==> config.mk <==
export PLATFORM = sky130hd
export DESIGN_NAME = alu_cmd_sequencer
export DESIGN_NICKNAME = d
export VERILOG_FILES = /design/src/rtl/alu_cmd_sequencer.sv
export SDC_FILE = /design/constraint.sdc
export NUM_CORES = 1
export LEC_CHECK = 0
export ABC_AREA = 0
export CORE_ASPECT_RATIO = 1.1
export CORE_MARGIN = 1
export CORE_UTILIZATION = 40
export CTS_BUF_LIST = sky130_fd_sc_hd__clkbuf_4
export DETAILED_ROUTE_END_ITERATION = 7
export PLACE_DENSITY = 0.63
export SETUP_SLACK_MARGIN = 0.02
export SYNTH_ARGS = -nofsm -noshare
export SYNTH_HDL_FRONTEND = slang
export SYNTH_SLANG_ARGS = --single-unit
==> constraint.sdc <==
create_clock -name clk -period 2.4 [get_ports clk]
set_clock_uncertainty 0.15 [all_clocks]
set_input_delay 0.24 -clock clk [delete_from_list [all_inputs] [get_ports clk]]
set_output_delay 0.24 -clock clk [all_outputs]
set_load 0.1 [all_outputs]
==> src/rtl/alu_cmd_sequencer.sv <==
// Command sequencer for an external 8-bit combinational ALU: queues commands,
// registers the ALU operands, captures result/flags and returns them on a valid/ready port.
module alu_cmd_sequencer #(
    parameter int FIFO_DEPTH = 4
) (
    input  logic                        clk,
    input  logic                        rst_n,
    input  logic                        cmd_valid,
    output logic                        cmd_ready,
    input  logic [7:0]                  cmd_a,
    input  logic [7:0]                  cmd_b,
    input  logic [1:0]                  cmd_sel,
    input  logic                        cmd_acc,
    output logic [7:0]                  alu_a,
    output logic [7:0]                  alu_b,
    output logic [1:0]                  alu_sel,
    input  logic [7:0]                  alu_out,
    input  logic                        alu_carry,
    input  logic                        alu_zero,
    output logic                        rsp_valid,
    input  logic                        rsp_ready,
    output logic [7:0]                  rsp_data,
    output logic                        rsp_carry,
    output logic                        rsp_zero,
    output logic [$clog2(FIFO_DEPTH):0] fifo_level
);
    localparam int AW = $clog2(FIFO_DEPTH);
    localparam int EW = 19;
    localparam logic [AW:0]   LVL_ONE  = (AW+1)'(1);
    localparam logic [AW:0]   LVL_FULL = (AW+1)'(FIFO_DEPTH);
    localparam logic [AW-1:0] PTR_ONE  = AW'(1);

    localparam logic [1:0] ST_IDLE = 2'd0;
    localparam logic [1:0] ST_EXEC = 2'd1;
    localparam logic [1:0] ST_RESP = 2'd2;

    logic [EW-1:0] fifo_mem [FIFO_DEPTH];
    logic [AW-1:0] wr_ptr_q, rd_ptr_q;
    logic [AW:0]   level_q, level_d;
    logic [1:0]    state_q, state_d;

    logic [7:0] alu_a_q, alu_a_d;
    logic [7:0] alu_b_q, alu_b_d;
    logic [1:0] alu_sel_q, alu_sel_d;
    logic [7:0] acc_q, acc_d;
    logic       rsp_valid_q, rsp_valid_d;
    logic [7:0] rsp_data_q, rsp_data_d;
    logic       rsp_carry_q, rsp_carry_d;
    logic       rsp_zero_q, rsp_zero_d;

    logic          push, pop, fifo_empty, capture;
    logic [EW-1:0] head;
    logic [7:0]    head_a, head_b;
    logic [1:0]    head_sel;
    logic          head_acc;

    assign cmd_ready  = (level_q != LVL_FULL);
    assign fifo_empty = (level_q == '0);
    assign push       = cmd_valid && cmd_ready;
    assign head       = fifo_mem[rd_ptr_q];
    assign {head_a, head_b, head_sel, head_acc} = head;
    assign capture    = (state_q == ST_EXEC);

    // Only the FSM pops; a pop always coincides with loading the ALU operand registers.
    always_comb begin
        state_d = state_q;
        pop     = 1'b0;
        case (state_q)
            ST_IDLE: begin
                if (!fifo_empty) begin
                    pop     = 1'b1;
                    state_d = ST_EXEC;
                end
            end
            ST_EXEC: state_d = ST_RESP;
            ST_RESP: begin
                if (rsp_ready) begin
                    if (!fifo_empty) begin
                        pop     = 1'b1;
                        state_d = ST_EXEC;
                    end else begin
                        state_d = ST_IDLE;
                    end
                end
            end
            default: state_d = ST_IDLE;
        endcase
    end

    always_comb begin
        level_d = level_q;
        case ({push, pop})
            2'b10:   level_d = level_q + LVL_ONE;
            2'b01:   level_d = level_q - LVL_ONE;
            default: level_d = level_q;
        endcase
    end

    // acc is written at capture, before the next pop can happen, so it is always current here.
    always_comb begin
        alu_a_d     = alu_a_q;
        alu_b_d     = alu_b_q;
        alu_sel_d   = alu_sel_q;
        acc_d       = acc_q;
        rsp_valid_d = rsp_valid_q;
        rsp_data_d  = rsp_data_q;
        rsp_carry_d = rsp_carry_q;
        rsp_zero_d  = rsp_zero_q;
        if (pop) begin
            alu_a_d   = head_acc ? acc_q : head_a;
            alu_b_d   = head_b;
            alu_sel_d = head_sel;
        end
        if (capture) begin
            rsp_valid_d = 1'b1;
            rsp_data_d  = alu_out;
            rsp_carry_d = alu_carry;
            rsp_zero_d  = alu_zero;
            acc_d       = alu_out;
        end else if ((state_q == ST_RESP) && rsp_ready) begin
            rsp_valid_d = 1'b0;
        end
    end

    always_ff @(posedge clk) begin
        if (push) begin
            fifo_mem[wr_ptr_q] <= {cmd_a, cmd_b, cmd_sel, cmd_acc};
        end
    end

    always_ff @(posedge clk or negedge rst_n) begin
        if (!rst_n) begin
            state_q     <= ST_IDLE;
            wr_ptr_q    <= '0;
            rd_ptr_q    <= '0;
            level_q     <= '0;
            alu_a_q     <= '0;
            alu_b_q     <= '0;
            alu_sel_q   <= '0;
            acc_q       <= '0;
            rsp_valid_q <= 1'b0;
            rsp_data_q  <= '0;
            rsp_carry_q <= 1'b0;
            rsp_zero_q  <= 1'b0;
        end else begin
            state_q     <= state_d;
            level_q     <= level_d;
            if (push) wr_ptr_q <= wr_ptr_q + PTR_ONE;
            if (pop)  rd_ptr_q <= rd_ptr_q + PTR_ONE;
            alu_a_q     <= alu_a_d;
            alu_b_q     <= alu_b_d;
            alu_sel_q   <= alu_sel_d;
            acc_q       <= acc_d;
            rsp_valid_q <= rsp_valid_d;
            rsp_data_q  <= rsp_data_d;
            rsp_carry_q <= rsp_carry_d;
            rsp_zero_q  <= rsp_zero_d;
        end
    end

    assign alu_a      = alu_a_q;
    assign alu_b      = alu_b_q;
    assign alu_sel    = alu_sel_q;
    assign rsp_valid  = rsp_valid_q;
    assign rsp_data   = rsp_data_q;
    assign rsp_carry  = rsp_carry_q;
    assign rsp_zero   = rsp_zero_q;
    assign fifo_level = level_q;

endmodule
Word level (Yosys, flattened, before mapping)
Memory sizes are Yosys's and may differ from the RTL's.
Cells that the tools add are included.
Operators by class
  reductions and logical operators: 7
  add/sub/neg operators: 4
  equal/unequal tests: 7
  mux-type cells: 13
Operators with widths (number)
  two-way mux 8 bit: 1
  two-way mux 1 bit: 7
  one-hot mux 2 bit (3 select lines): 1
  one-hot mux 3 bit (2 select lines): 1
  adder 2 x 1 -> 2 bit (second input constant): 2
  == test 2 x 1 -> 1 bit (second input constant): 2
  == test 2 bit (second input constant): 2
  two-way mux 2 bit: 2
  != test 2 bit (second input constant): 2
  nonzero test 2 bit: 2
  adder 3 x 1 -> 3 bit (second input constant): 1
  zero test 3 bit: 1
  != test 3 bit (second input constant): 1
  subtractor 3 x 1 -> 3 bit (second input constant): 1
  logical AND 1 bit: 2
  zero test 2 bit: 1
  one-hot mux 1 bit (2 select lines): 1
  AND reduction 2 bit: 1
Storage, ports and cells
  memories kept: 1
  logic and storage cells: 43
  register bits after elaboration: 38
  output and inout port bits: 33
  RAM bits: 76
Memories
  fifo_mem: depth 4, width 19, rd ports 1, clocked after Yosys merged registers in 0, write ports 1, line 37  | logic [EW-1:0] fifo_mem [FIFO_DEPTH];

Depth between registers and ports, before layout
Gate-level depths: netlist of the first run.
  word-level depth: 6
  mapped depth: 8
  depth with buffers taken out: 8

Least setup slack after synthesis of the first run
No wires, ideal clock.
  kind: reg-to-reg
  start: register level_q[0], in the netlist fifo_level[0]
  end: register level_q[2], in the netlist fifo_level[2]
  arrival: 3.125 ns
  slack: -1.038 ns
  buffers on the path: 0
  required time: 2.088 ns
  cell stages (with the launch flop): 9
  cells stage by stage: dfrtp_1 > or3b_1 > and2_1 > inv_1 > ha_1 > fa_1 > xnor2_1 > nor2_1 > xor2_1
Between the ends
  elaborated cells on any way between the ends: 12
RTL lines
  from (decl): line 39  | logic [AW:0] level_q, level_d;
  from (signal assigned): line 147  | level_q <= level_d;
  != test 3 bit (*): line 57  | assign cmd_ready = (level_q != LVL_FULL);
  named net cmd_ready: line 9  | output logic cmd_ready,
  logical AND 1 bit (*): line 59  | assign push = cmd_valid && cmd_ready;
  == test 2 x 1 -> 1 bit or == test 2 bit (tied branches): line 92  | case ({push, pop})
  one-hot mux 3 bit (2 select lines) or nonzero test 2 bit (tied branches)
Mark *: on every way through the listed nets, which the timed path passes. The rest lies on a longest branch.
A chain may end at the register's enable or synchronous reset.

Final worst setup path of the first run
  start: register level_q[0], in the netlist fifo_level[0]
  end: register level_q[1], in the netlist fifo_level[1]
Between the ends
  longest elaborated chain between the ends: 6
  elaborated cells on any way between the ends: 12
Ends and longest elaborated chain
  zero test 3 bit: line 58  | assign fifo_empty = (level_q == '0);
  two-way mux 1 bit: line 70, 78
  two-way mux 1 bit: line 77  | if (rsp_ready) begin
  one-hot mux 1 bit (2 select lines): line 68  | case (state_q)
  == test 2 x 1 -> 1 bit or == test 2 bit (tied branches): line 92
  one-hot mux 3 bit (2 select lines) (*): line 92
  named net level_d[1]: line 39
Marked as above.

==> results.tsv, run 1 <==
stage	metric	value	unit
clocking	CTS tree	yes	
timing	RSZ-0062 raised after global routing	no	
timing	worst relative slew slack	63.94	%
timing	Tmin final	2266	ps
setup_path	critical path required time	2640	ps
drt	drt drc	0	
run_status	status	complete, no violations	
setup_path	Worst setup EP type	register	
synth	instance count of the mapped netlist	213	
floorplan	starting density of the core	40.89	%
grt	number of global-route vias before repair	2248	
timing	TNS Setup	0	ps
synth	Mapped Area	0.004462	sq mm
floorplan	Die H	112.8	microns
timing	Fmax	441.3	MHz
timing	Final setup violation count	0	
timing	Hold Vio Cnt, Final	0	
synth	Synth area leader	edfxtp_1	
setup_path	critical path launch point type	register	
floorplan	Die ar.	0.01158	sq mm
clocking	H-tree depth	4	
drt	detailed-route via count	2191	
setup_path	crit path buf inv count	1	
setup_path	CP arrival	2510	ps
grt	GRT Util Overall	14.70	%
clocking	clk slew on worst S/H paths	100	ps
drt	initial DRC count	77	
drt	DRT antenna net count	0	
floorplan	die extent in x	102.7	microns
final_layout	layout cells sized above 1	43.95	%
clocking	CTS max path bufs	2	
floorplan	# rows	40	
run	Max-Cap Viols	0	
hold_path	HP Class	in -> async	
synth	fraction of registers with async set/reset	33.33	%
grt	grt ovf	0	
synth	unique cell type count in the Yosys netlist	25	
setup_path	crit-path leading delay family	simple AND/OR/NAND/NOR gates	
grt	largest net degree at the start of global routing	22	
final_layout	Layout Nets	340	
setup_path	Largest stage delay, worst path	520	ps
synth	post-synth net total	252	
drt	via-per-instance ratio	4.753	
grt	initial antenna violation count	0	
final_layout	Syn-to-layout area delta	26.56	%
placement	gp weighted congestion	0.7124	
grt	first-pass GRT wire length	11.77	mm
synth	syn_area_per_cell	20.95	sq um
clocking	Gates resized, CTS repair	0	
timing	Tightest Pin Transition	541.0	ps
clocking	Root Buffer	clkbuf_4	
drt	Total Routed Length	7.736	mm
setup_path	WS Path Type	reg -> reg	
clocking	Num CTS Buffers	17	
drt	Detailed Routing Iterations Pass 1	6	
final_layout	fin util	51.75	%
placement	post-DP HPWL	5.054	mm
final_layout	Antenna Cells	0	
floorplan	io pins	66	
synth	Post-synth EDFFs	76	
timing	period utilization	94.41	%
setup_path	crit path max fanout	6	
setup_path	slowest cell on the critical path	dfrtp_4	
synth	Synth top area share	51.15	%
clocking	# clock sinks	114	
placement	IO buf count	65	
setup_path	CP cell instances	or3b_4 -> and2_4 -> inv_2 -> ha_4 -> fa_2 -> mux2_2	
clocking	Worst-Skew Late Latency	490	ps
synth	YS warnings	0	
synth	Synth Flop Type	edfxtp_1	
synth	top cells by area, synth	edfxtp_1 51%, dfrtp_1 21%, mux4_2 8.1%	
synth	Seq/Total Area, Yosys	72.46	%
floorplan	total core area	0.01091	sq mm
synth	#FFs+latches synth	114	
drt	WL/cell	16.78	microns
timing	Hold WS	100.5	ps
timing	Final Max Slew Viols	0	
## timing repair
item	4_1_cts	5_1_grt
hold endpoints to repair	20	0
buffers inserted	0	0
hold buffers	1	0
## synthesized netlist by cell type, types with 2 or more instances
cell type and instances:
dfrtp_1 38, and3_1 4, mux2_4 16, mux4_1 3, a21oi_1 2, nor3_1 3
mux2_2 22, edfxtp_1 76, buf_1 2, inv_1 5, xnor2_1 3, buf_2 3
xor2_1 3, nor2_1 2, ha_1 5, buf_4 2, mux4_2 16
## cells in the final DEF, fill, tap and decap left out, types with 2 or more instances in the layout
master           Yosys  routed
mux2_2              22      22
bufinv_16            0       6
dfrtp_1             38      35
a21oi_1              2       2
clkdlybuf4s50_1      0      31
inv_1                5       4
dfrtp_4              0       3
clkinv_1             0       2
nor3_1               3       2
edfxtp_1            76      76
ha_1                 5       4
clkbuf_4             0      19
mux2_4              16      16
xnor2_1              3       3
mux4_1               3       3
and3_1               4       4
nor2_1               2       2
clkinv_2             0       4
mux4_2              16      16
buf_4                2      44
xor2_1               3       3
## stage by stage
step           instances  cell area [sq um]  setup WS, ps
6_report             461               5647         134.1
5_1_grt              461               5647         43.59
4_1_cts              461               5647         132.1
3_5_place_dp         428               5279         142.5
3_3_place_gp         428               5279         180.1
2_1_floorplan        213               4493        -176.8
## registers in the layout, indices dropped and copies added (netlist names)
name        flops
alu_a           8
alu_b           8
alu_sel         2
fifo_level      3
fifo_mem       76
rd_ptr_q        2
rsp_carry       1
rsp_data        8
rsp_valid       1
rsp_zero        1
state_q         2
wr_ptr_q        2
## layer usage
layer / track usage, % / share of wire, % / vias to the layer above
met2: 25.16 / 54 / 53
met5: 0 / 0 / -
met1: 16.25 / 41 / 1121
li1: - / - / 1012
met3: 5.374 / 3.9 / 5
met4: 6.286 / 0.88 / 0
## worst register-to-register path, stage by stage, from the launching register on
cell,delay [ps]
dfrtp_4,520
or3b_4,440
and2_4,170
inv_2,60
ha_4,150
fa_2,410
mux2_2,260
## area by class of cell
type	instances	area [sq um]
Fill cell	934	5264
Sequential cell	114	3244
Multi-Input combinational cell	86	1186
Timing Repair Buffer	77	655.6
Clock inverter	13	215.2
Tap cell	147	183.9
Clock buffer	19	142.6
Inverter	5	18.77
## kinds of logic (layout without fill, tap and decap cells)
| kind of cell | after synthesis | in the layout | share of synthesized area (%) |
|---|---|---|---|
| mux | 57 | 57 | 20.78 |
| simple gates | 14 | 14 | 1.823 |
| compound gates | 3 | 3 | 0.3927 |
| xor+xnor | 6 | 6 | 1.178 |
| flops | 114 | 114 | 72.46 |
| buf+inv | 13 | 114 | 1.514 |
| fa+ha+maj | 6 | 6 | 1.851 |
## path summary, 6_finish.rpt
| check | start | to | slack [ps] | depth (start not counted) |
|---|---|---|---|---|
| setup / recovery | fifo_level[0]$_DFFE_PN0P_ | fifo_level[1]$_DFFE_PN0P_ | 130 | 6 |
| hold / removal | rst_n | alu_sel[0]$_DFFE_PN0P_ | 100 | 2 |
| setup reg to reg | fifo_level[0]$_DFFE_PN0P_ | fifo_level[1]$_DFFE_PN0P_ | 130 | 6 |
| hold reg to reg | state_q[1]$_DFFE_PN0P_ | rsp_valid$_DFFE_PN0P_ | 350 | 1 |
| max in group asynchronous | rst_n | alu_a[0]$_DFFE_PN0P_ | 1350 | 3 |
| min in group clk | alu_out[2] | rsp_data[2]$_DFFE_PN0P_ | 200 | 2 |
Power of run 1 is left out: the tool's default activity adds up to more than one toggle a clock period on the data nets, which glitch-free logic cannot reach.
==> run 2, diff against run 1 <==
CORE_MARGIN = 3   (was 1)
==> run 2 against run 1 <==
Net effect:
- flip-flop and latch count unchanged
- setup slack improved by 1.8 ps
- final cell count decreased by 0.87%
- register-to-register slack about the same
- critical path depth unchanged
- wire length decreased by 1.4%
- utilization increased by 0.42 points
- critical path type unchanged
- highest routed layer unchanged
==> results.tsv, run 2 (same netlist as run 1, synthesis figures left out) <==
stage	metric	value	unit	change
setup_path	critical path launch point type	register		
grt	first-pass GRT wire length	12.32	mm	+4.6%
setup_path	crit-path leading delay family	simple AND/OR/NAND/NOR gates		
drt	DRT antenna net count	0		unchanged
clocking	Root Buffer	clkbuf_4		
clocking	post-CTS setup buffer count	0		unchanged
clocking	Num CTS Buffers	17		unchanged
floorplan	Die ar.	0.01246	sq mm	+7.6%
final_layout	Layout Nets	339		-0.29%
timing	period utilization	94.34	%	about the same
floorplan	die extent in x	106.7	microns	+3.9%
final_layout	Syn-to-layout area delta	24.40	%	
final_layout	Top reg by flops	fifo_mem		
final_layout	commonest non-fill, non-tap cell in the layout	edfxtp_1		
timing	RSZ-0062 raised after global routing	no		
hold_path	worst hold start	alu_out[3]		
drt	via-per-instance ratio	4.786		+0.69%
placement	post-DP HPWL	5.061	mm	+0.13%
setup_path	slowest cell on the critical path	dfrtp_4		
final_layout	Reg area	0.003244	sq mm	unchanged
final_layout	number of flip-flops in the largest register	76		unchanged
clocking	H-tree depth	4		unchanged
floorplan	Die H	116.8	microns	+3.5%
clocking	# clock sinks	114		unchanged
timing	Final setup violation count	0		unchanged
drt	Total Routed Length	7.629	mm	-1.4%
clocking	Worst-Skew Late Latency	480	ps	about the same
drt	WL/cell	16.69	microns	-0.52%
drt	initial DRC count	80		+3.9%
timing	Final Max Slew Viols	0		unchanged
setup_path	WS Path Type	reg -> reg		
setup_path	Largest stage delay, worst path	520	ps	about the same
timing	Hold WS	210.1	ps	+109.6 ps
grt	grt ovf	0		unchanged
setup_path	Worst Setup SP	fifo_level[0]$_DFFE_PN0P_		
setup_path	CP arrival	2490	ps	-20 ps
timing	Tightest Pin Transition	987.5	ps	+446.6 ps
timing	Fmax	441.7	MHz	about the same
final_layout	most frequent cells in the layout	76 x edfxtp_1, 43 x buf_4, 35 x dfrtp_1		
setup_path	critical path required time	2620	ps	-20 ps
timing	worst relative slew slack	34.16	%	-30 points
grt	GRT Util Overall	13.57	%	-1.1 points
run_status	status	complete, no violations		
final_layout	footprint of the multi-input gates	0.001191	sq mm	+0.42%
drt	drt drc	0		unchanged
floorplan	total core area	0.01064	sq mm	-2.5%
floorplan	starting density of the core	41.94	%	+1.0 points
grt	initial antenna violation count	0		unchanged
placement	IO buf count	65		unchanged
setup_path	RR Startpoint	fifo_level[0]$_DFFE_PN0P_		
setup_path	Worst setup EP type	register		
setup_path	crit path buf inv count	1		unchanged
drt	detailed-route via count	2187		-0.18%
placement	gp weighted congestion	0.7236		+1.6%
clocking	clk slew on worst S/H paths	100	ps	about the same
grt	largest net degree at the start of global routing	39		+77%
timing	Tmin final	2264	ps	-1.842 ps
run	Max-Cap Viols	0		unchanged
hold_path	HP Class	in -> reg		
setup_path	crit path max fanout	6		unchanged
floorplan	io pins	66		unchanged
grt	number of global-route vias before repair	2387		+6.2%
timing	Hold Vio Cnt, Final	0		unchanged
clocking	CTS max path bufs	2		unchanged
floorplan	# rows	39		-2.5%
drt	Detailed Routing Iterations Pass 1	4		-2
final_layout	fillers	913		-2.2%
clocking	CTS tree	yes		
setup_path	CP cell instances	or3b_4 -> and2_4 -> inv_2 -> ha_4 -> fa_2 -> mux2_2		
final_layout	layout cells sized above 1	44.09	%	+0.14 points
[run 2: final timing paths]
check | end | cells past startpoint | slack (ps)
max | fifo_level[1]$_DFFE_PN0P_ | 6 | 140
min | rsp_data[3]$_DFFE_PN0P_ | 2 | 210
max reg2reg | fifo_level[1]$_DFFE_PN0P_ | 6 | 140
min reg2reg | rsp_valid$_DFFE_PN0P_ | 1 | 350
max in group asynchronous | fifo_level[0]$_DFFE_PN0P_ | 2 | 1190
min in group asynchronous | fifo_level[1]$_DFFE_PN0P_ | 2 | 260
[run 2: layout make-up]
type | instances | area share [%]
flip-flops and latches | 114 | 58.45
diodes | 1 | 0.04509
multi-input cells | 86 | 21.46
clock buffers | 20 | 2.705
clock inverters | 12 | 2.096
inverters | 5 | 0.3381
well taps | 143 | 3.224
repair buffers | 76 | 11.68
[run 2: layer usage]
metal	global-route usage (%)	share of wire, %	vias up
met5	0	0	-
met4	6.650	2.3	0
met3	4.663	4.1	13
met2	24.18	55	52
met1	14.50	39	1099
li1	-	-	1023
[run 2: per-stage QoR]
stage / setup TNS [ps] / util (%) / instances / worst slack [ps] / area [sq um]
6_report: 0 / 52.18 / 457 / 135.9 / 5550
3_3_place_gp: 0 / 49.51 / 423 / 178.7 / 5266
4_1_cts: 0 / 52.11 / 456 / 118.2 / 5543
5_1_grt: 0 / 52.15 / 456 / 73.42 / 5548
2_1_floorplan: -330.5 / - / 213 / -176.8 / 4493
3_5_place_dp: 0 / 49.51 / 423 / 117.5 / 5266
[run 2: timing repair]
action                                  in CTS  in global routing
endpoints found under the setup margin       0                  1
resized for setup                            0                  1
endpoints found under the hold margin       38                  0
hold buffers                                 1                  0
Power of run 2 is left out for the same reason.
==> run 3, diff against run 2 <==
GPL_ROUTABILITY_DRIVEN = 0   (was unset)
==> results of run 3 <==
The final DEF is identical to that of run 2; final timing and power are the same.
Power of run 3 is left out for the same reason.
